**config.mk**
```make
export PLATFORM = sky130hd
export DESIGN_NAME = nba_event_scheduler
export DESIGN_NICKNAME = d
export VERILOG_FILES = /design/src/rtl/nba_event_scheduler.sv
export SDC_FILE = /design/constraint.sdc
export NUM_CORES = 1
export LEC_CHECK = 0
export BUFFER_PORTS_ARGS = -buffer_cell sky130_fd_sc_hd__buf_2
export CORE_MARGIN = 1.5
export CORE_UTILIZATION = 62
export CTS_BUF_LIST = sky130_fd_sc_hd__clkbuf_8
export DETAILED_ROUTE_END_ITERATION = 12
export HOLD_SLACK_MARGIN = 0.05
export PLACE_DENSITY_LB_ADDON = 0.2
export SYNTH_ARGS = -nofsm -noshare
export SYNTH_HDL_FRONTEND = slang
export SYNTH_SLANG_ARGS = --single-unit
```
**constraint.sdc**
```tcl
create_clock -name clk -period 6.2 [get_ports clk]
set_clock_uncertainty 0.15 [all_clocks]
set_input_delay 0.31 -clock clk [delete_from_list [all_inputs] [get_ports clk]]
set_output_delay 0.31 -clock clk [all_outputs]
set_load 0.03 [all_outputs]
```
**src/rtl/nba_event_scheduler.sv**
```systemverilog
// rtl/nba_event_scheduler.sv - slot-array event scheduler with delayed, ordered release
//
// Purpose: requesters post (data, delay) events into a slot array; each slot
// counts down to zero and matured events leave one at a time through a
// registered valid/ready output in slot-index order.
//
// Ports:
//   clk, rst_n            clock, asynchronous active-low reset
//   post_valid/post_ready event offer handshake
//   post_delay, post_data relative delay in cycles and payload of the offered event
//   fire_valid/fire_ready output handshake for a matured event
//   fire_data             payload of the event being fired
//   flush                 synchronous clear of all slots and the output register
//   pending               occupied slots plus output register (0..DEPTH+1)
//   late_cnt              stall counter, present only when SCHED_LATE_CNT_EN is defined
//
// Optional feature macro: SCHED_LATE_CNT_EN

module nba_event_scheduler #(
    parameter int DATA_W  = 8,
    parameter int DEPTH   = 8,
    parameter int DELAY_W = 4
) (
    input  logic                     clk,
    input  logic                     rst_n,
    input  logic                     post_valid,
    output logic                     post_ready,
    input  logic [DELAY_W-1:0]       post_delay,
    input  logic [DATA_W-1:0]        post_data,
    output logic                     fire_valid,
    input  logic                     fire_ready,
    output logic [DATA_W-1:0]        fire_data,
    input  logic                     flush,
    output logic [$clog2(DEPTH):0]   pending
`ifdef SCHED_LATE_CNT_EN
    ,
    output logic [15:0]              late_cnt
`endif
);

    localparam int IDX_W = $clog2(DEPTH);
    localparam int CNT_W = IDX_W + 1;

    logic [DEPTH-1:0]   occ;
    logic [DELAY_W-1:0] cnt  [DEPTH];
    logic [DATA_W-1:0]  data [DEPTH];

    logic               free_found;
    logic [IDX_W-1:0]   free_idx;
    logic               mat_found;
    logic [IDX_W-1:0]   mat_idx;

    logic               accept;
    logic               take;
    logic               load;

    // Lowest-index free slot and lowest-index matured slot.
    always_comb begin
        free_found = 1'b0;
        free_idx   = '0;
        mat_found  = 1'b0;
        mat_idx    = '0;
        for (int i = 0; i < DEPTH; i++) begin
            if (!occ[i] && !free_found) begin
                free_found = 1'b1;
                free_idx   = IDX_W'(i);
            end
            if (occ[i] && (cnt[i] == '0) && !mat_found) begin
                mat_found = 1'b1;
                mat_idx   = IDX_W'(i);
            end
        end
    end

    // Readiness depends only on current occupancy, so a slot emptied by a
    // load this cycle becomes visible as free one cycle later.
    assign post_ready = free_found;
    assign accept     = post_valid && post_ready && !flush;
    assign take       = fire_valid && fire_ready;
    assign load       = mat_found && (!fire_valid || take);

    always_ff @(posedge clk or negedge rst_n) begin
        if (!rst_n) begin
            occ        <= '0;
            fire_valid <= 1'b0;
            fire_data  <= '0;
            pending    <= '0;
            for (int i = 0; i < DEPTH; i++) begin
                cnt[i]  <= '0;
                data[i] <= '0;
            end
        end else if (flush) begin
            occ        <= '0;
            fire_valid <= 1'b0;
            pending    <= '0;
        end else begin
            // Countdown saturates at zero; matured slots simply wait.
            for (int i = 0; i < DEPTH; i++) begin
                if (occ[i] && (cnt[i] != '0)) begin
                    cnt[i] <= cnt[i] - DELAY_W'(1);
                end
            end

            if (load) begin
                occ[mat_idx] <= 1'b0;
                fire_valid   <= 1'b1;
                fire_data    <= data[mat_idx];
            end else if (take) begin
                fire_valid   <= 1'b0;
            end

            // The accept slot is currently free, so it never collides with
            // the load slot or the countdown above.
            if (accept) begin
                occ[free_idx]  <= 1'b1;
                cnt[free_idx]  <= post_delay;
                data[free_idx] <= post_data;
            end

            // A load moves an event from a slot into the output register,
            // leaving the total unchanged.
            pending <= pending + CNT_W'(accept) - CNT_W'(take);
        end
    end

`ifdef SCHED_LATE_CNT_EN
    logic late_evt;

    // The output register being full is exactly fire_valid.
    assign late_evt = fire_valid && (!fire_ready || mat_found);

    always_ff @(posedge clk or negedge rst_n) begin
        if (!rst_n) begin
            late_cnt <= '0;
        end else if (flush) begin
            late_cnt <= '0;
        end else if (late_evt && (late_cnt != 16'hFFFF)) begin
            late_cnt <= late_cnt + 16'd1;
        end
    end
`endif

endmodule

```
# Yosys cells after proc, flatten, opt, wreduce, memory -nomap -nowiden
# Index checks and enable logic that the tools add are counted.
dict set report totals {
  register_bits 117
  output_inout_bits 14
}
dict set report op_classes {
  addsub 10
  bitwise 6
  mux 68
  magnitude_cmp 7
  n_reduce_logical 79
}
# op count
set ops {}
lappend ops {{$mux W4} 18}
lappend ops {{$bwmux W64} 1}
lappend ops {{$mux W8} 7}
lappend ops {{$logic_and A1 B1 Y1} 37}
lappend ops {{$mux W3} 12}
lappend ops {{$bwmux W32} 1}
lappend ops {{$logic_not A4 Y1} 8}
lappend ops {{$mux W32} 1}
lappend ops {{$reduce_bool A4 Y1} 8}
lappend ops {{$sub A4 B1 Y4 const B} 8}
lappend ops {{$bmux W8 S3} 1}
lappend ops {{$demux W8 S3} 1}
lappend ops {{$mux W1} 23}
lappend ops {{$logic_not A1 Y1} 22}
lappend ops {{$demux W4 S3} 1}
lappend ops {{$and A8 B8 Y8} 1}
lappend ops {{$ge A4 B4 Y1 const B} 2}
lappend ops {{$lt A3 B4 Y1 const B} 2}
lappend ops {{$not A3 Y4} 2}
lappend ops {{$not A8 Y8} 1}
lappend ops {{$or A8 B8 Y8} 1}
lappend ops {{$demux W1 S3} 2}
lappend ops {{$ge A3 B1 Y1 const B} 2}
lappend ops {{$add A4 B1 Y4} 1}
lappend ops {{6 further kinds} 7}

# Longest topological paths before layout
dict set report logic_depth {
  ltp_word 35
  ltp_mapped 12
  depth_no_buf 11
}

# Least setup slack after synthesis
# No wires, ideal clock.
dict set report synth_timing {
  path_type {flip-flop to flip-flop}
  from {reg occ[1]}
  to {reg pending[1]}
  period_less_slack_ps 2573
  setup_slack_ps 3627
  t_arrival_ps 2292
  t_required_ps 5919
  path_stages_with_launch 10
  cell_sequence {dfrtp_1 and4_1 nor2b_1 nand3_1 nand2_1 ha_1 inv_1 ha_1 fa_1 nor2b_1}
}
dict set report synth_between {
  elab_chain_len 26
}
# item line_no
set synth_rtl {}
lappend synth_rtl {{from (decl)} 44} ;# logic [DEPTH-1:0] occ;
lappend synth_rtl {{from (signal assigned)} 84} ;# occ <= '0;
lappend synth_rtl {{from (signal assigned)} 93} ;# occ <= '0;
lappend synth_rtl {{from (signal, indexed assignment)} 105} ;# occ[mat_idx] <= 1'b0;
lappend synth_rtl {{$logic_not A1 Y1 (*)} 64} ;# if (!occ[i] && !free_found) begin
lappend synth_rtl {{$logic_and A1 B1 Y1 (*)} 64}
lappend synth_rtl {{$mux W1 (*)} 64}
lappend synth_rtl {{$logic_not A1 Y1} 64}
lappend synth_rtl {{$logic_and A1 B1 Y1} 64}
lappend synth_rtl {{$mux W1 (*)} 64}
lappend synth_rtl {{$logic_not A1 Y1} 64}
lappend synth_rtl {{$logic_and A1 B1 Y1} 64}
lappend synth_rtl {{[10 not listed]} n/a}
lappend synth_rtl {{$logic_not A1 Y1} 64}
lappend synth_rtl {{$logic_and A1 B1 Y1} 64}
lappend synth_rtl {{$mux W1 (*)} 64}
lappend synth_rtl {{named net post_ready} 27} ;# output logic post_ready,
lappend synth_rtl {{$logic_and A1 B1 Y1 (*) (2 in series)} 78} ;# assign accept = post_valid && post_ready && !flush;
lappend synth_rtl {{$add A4 B1 Y4 (*)} 122} ;# pending <= pending + CNT_W'(accept) - CNT_W'(take);
lappend synth_rtl {{$sub A4 B1 Y4 (*)} 122}
lappend synth_rtl {{$mux W4 (*)} 92} ;# end else if (flush) begin
lappend synth_rtl {{to (signal assigned)} 122}
lappend synth_rtl {{to (decl)} 34} ;# output logic [$clog2(DEPTH):0] pending
# Mark *: on every way through the listed nets, which the timed path passes. The rest lies on a longest branch.
# A chain may end at the register's enable or synchronous reset.

# Final worst setup path
dict set report layout_timing {
  from {reg cnt[4] (netlist name)}
  to {reg fire_data[0]}
}
dict set report layout_between {
  elab_chain_len 11
  elab_cells_between_ends 15
  classes_between {mux: 7; bitwise: 1; reduce/logical: 7}
}
# item line_no
set layout_rtl {}
lappend layout_rtl {{from (decl)} 45} ;# logic [DELAY_W-1:0] cnt [DEPTH];
lappend layout_rtl {{from (signal, indexed assignment)} 100} ;# cnt[i] <= cnt[i] - DELAY_W'(1);
lappend layout_rtl {{from (signal, indexed assignment)} 116} ;# cnt[free_idx] <= post_delay;
lappend layout_rtl {{$logic_not A4 Y1 (*)} 68} ;# if (occ[i] && (cnt[i] == '0) && !mat_found) begin
lappend layout_rtl {{$logic_and A1 B1 Y1 (*) (2 in series)} 68}
lappend layout_rtl {{$mux W1} 68}
lappend layout_rtl {{$logic_not A1 Y1} 68}
lappend layout_rtl {{$logic_and A1 B1 Y1} 68}
lappend layout_rtl {{$mux W3} 68}
lappend layout_rtl {{$not A3 Y4 (not written as such)} 107} ;# fire_data <= data[mat_idx];
lappend layout_rtl {{$bmux W8 S3} 107}
lappend layout_rtl {{$mux W8 (not written as such) (2 in series)} 107}
lappend layout_rtl {{to (signal assigned)} 107}
lappend layout_rtl {{to (decl)} 32} ;# output logic [DATA_W-1:0] fire_data,
# Mark *: on every way between the ends. The rest lies on a longest branch, timed or not. The select of a mux whose other input is x is not followed.

==> reports/metrics.yaml <==
worst_setup_path:
  crit_chain: "inv_1, ha_1, nor4bb_1, buf_4, a31oi_1, nand3_1, nand2_1, nor2_1, o221ai_1, o22a_1"
  r2r-end: "fire_data[0]"
  critPathTopFamily: "simple AND/OR/NAND/NOR gates"
  slowest_delay_ns: 0.89
  reg2reg_depth: 10
  crit_type: "flop to flop"
  crit_buf_inv: 2
  r2r-start: "cnt[4]"
  start_kind: "flop"
  end_kind: "flop"
  arrival_ns: 3.39
  crit_fanout: 16
  cp_slowest_cell: "nor2_1"
  r2r_slack_ns: 2.98
  worstPathRequired_ns: 6.37
sta:
  fmax_mhz: 310
  finalMaxSlewViolations: 0
  setup_viol: 0
  finalHoldViolCount: 0
  timing.setup.tns_ns: 0
  fin_ws_ns: 2.98
  rsz0062_at_grt: "false"
  tightestPinTransition_ns: 1.18
  hold_slack_ns: 0.205
  max_slew_margin_pct: 20.7
  min_period_ns: 3.22
  fin_crit_sh_pct: 52.0
drt:
  post_drt_via_cell_ratio: 6.23
  drt_iter0_markers: 363
  wl_per_cell_um: 19.0
  route.detailed.drc: 0
  routed_wl_um: 14800
  antenna_left: 0
  vias: 4849
  dr.pass1.iters: 8
final_layout:
  n_antenna_cell: 0
  finalNetCount: 669
  drive_above_1_share_pct: 17.1
  syn2layout_area_growth_pct: 10.3
yosys:
  synth_edf_count: 0
  synth-xor-area-share_pct: 0.425
  yosys_warnings: 0
  synthTopCellsByArea: "dfrtp_1 (47%), mux2_2 (5.8%), nand2_1 (5.0%), mux2i_1 (4.4%), a21oi_1 (4.3%)"
  synth_fp_nets: 638
  yosysSeqAreaShare_pct: 47.4
  synth.most_common_cell: "dfrtp_1"
  synthFlopType: "dfrtp_1"
  syn_area_per_cell_um2: 10.3
  ys_top_cells_by_count: "dfrtp_1 (117), nand2_1 (82), a21oi_1 (53)"
  synth-simple-area-share_pct: 13.9
  ys_seq_elements: 117
  synth_cells: 602
  synth_compound_area_share_pct: 15.7
  async_reset_ff_share_pct: 100
  synth_area_um2: 6180
  synth_top_area_cell: "dfrtp_1"
  synth_top_area_share_pct: 47.4
  synth_mux_area_share_pct: 13.1
  synth_cell_types: 56
  synthAdderAreaFrac_pct: 3.97
  synth_top_family_by_area: "compound AO/OA/AOI/OAI gates"
power:
  pwr-share-clk_pct: 35.6
  ir_worst_vdd_uv: 198
  p_int_mw: 1.32
  p_sw_mw: 0.524
  p_sw_share_pct: 28.4
  powerDensity_nw_per_um2: 270
  leakagePower_nw: 3.09
  power_frac_seq_pct: 48.5
  combPwrFrac_pct: 15.9
min_path:
  hold_end: "cnt[25]"
  whs_path_depth: 3
  hold_path_class: "input pin to flop"
  holdCritStartpoint: "post_delay[1]"
clock_network:
  cts-buffers-inserted: 17
  clock_latency_ns: 0.43
  htree_num_levels: 4
  root_buffer: "clkbuf_8"
  clk_pin_slew_worst_paths_ns: 0.07
  cts.sinks: 117
  clk_path_buf_depth: 2
  postCtsResizedCells: 0
  cts_tree: "built"
flow_run:
  maxCapViolCount: 0
global_route:
  grt_pass1_vias: 4962
  gr-total-overflow: 0
  antenna_found_initial: 0
  grt_pass1_wl_um: 24400
  grt_max_degree: 70
  track_usage_pct: 31.2
placed_design:
  port_buffers: 30
  gp_congestion: 0.839
  dp.final_hpwl_um: 9520
  dp_slack_ns: 3.01
die:
  start_util_pct: 63.5
  dieHeight_um: 103
  die_area_um2: 10600
  die_w_um: 103
  placementRows: 36
  ios: 31
  core_um2: 9730
outcome:
  status: "completed"
[worst reg2reg max path, cell delays in order (launching register included)]
cell      delay (ns)
dfrtp_1         0.40
inv_1           0.08
ha_1            0.21
nor4bb_1        0.33
buf_4           0.23
a31oi_1         0.08
nand3_1         0.12
nand2_1         0.07
nor2_1          0.89
o221ai_1        0.32
o22a_1          0.23
[power groups by stage]
| stage | clock network [mW] | logic [mW] | registers [mW] |
|---|---|---|---|
| floorplan | 0 | 0.159 | 0.941 |
| global placement | 0 | 0.275 | 0.902 |
| detailed placement | 0 | 0.289 | 0.906 |
| CTS | 0.664 | 0.295 | 0.893 |
| global route | 0.696 | 0.324 | 0.902 |
| finish | 0.655 | 0.293 | 0.893 |
[registers in the layout, summed over array words and instances (netlist names)]
signal	cells
cnt	32
data	64
fire_data	8
fire_valid	1
occ	8
pending	4
[layout by cell type, fill, tap and decap left out, types with 27 or more instances in the layout]
cell type	netlist	routed
a21oi_1	53	53
mux2_2	32	32
inv_1	37	41
buf_2	13	29
dfrtp_1	117	117
o22ai_1	29	29
nand2_1	82	82
nor2_1	30	30
mux2i_1	27	27
[routing by layer]
layer | vias to the layer above | GRT usage, % | routed length [um]
met5 | - | 0 | 0
met4 | 0 | 13.8 | 397
met3 | 36 | 8.27 | 1100
met2 | 176 | 50.7 | 7190
met1 | 2406 | 39.7 | 6120
li1 | 2231 | - | -
[cell type report]
class,instances,area [um^2]
clock buffers,18,248
flip-flops and latches,117,2930
multi-input cells,413,2910
well taps,133,166
repair buffers,46,298
inverters,38,143
fillers,757,2910
clock inverters,13,120
[worst max-delay path by stage]
stage            from      endpoint  cells past startpoint
3_5_place_dp   cnt[4]  fire_data[0]                     10
2_1_floorplan  occ[1]    pending[1]                      9
6_report       cnt[4]  fire_data[0]                     10
3_3_place_gp   cnt[4]  fire_data[7]                     10
5_1_grt        cnt[4]  fire_data[0]                     10
4_1_cts        cnt[4]  fire_data[0]                     10
[cells by family (layout without fill, tap and decap cells)]
| logic type | count (synthesis) | in the layout |
|---|---|---|
| AO/OA/AOI/OAI | 148 | 148 |
| XOR/XNOR | 3 | 3 |
| adder cells (fa/ha/maj) | 19 | 19 |
| buffers and inverters | 72 | 115 |
| flip-flops | 117 | 117 |
| multiplexers | 75 | 75 |
| AND/OR/NAND/NOR | 168 | 168 |
[stage by stage]
stage / power, mW / util, % / std cells / instance area, um^2
finish: 1.84 / 70.0 / 778 / 6820
global route: 1.92 / 70.0 / 778 / 6820
CTS: 1.85 / 70.0 / 778 / 6820
floorplan: 1.10 / - / 602 / 6180
detailed placement: 1.20 / 65.2 / 737 / 6350
global placement: 1.18 / 65.2 / 737 / 6350
[repair_timing]
action / CTS / global route
endpoints found under the setup margin: 0 / 0
setup buffers: 0 / 0
hold buffers: 10 / 0
endpoints found under the hold margin: 71 / 0
(Power assumes the default switching activity.)
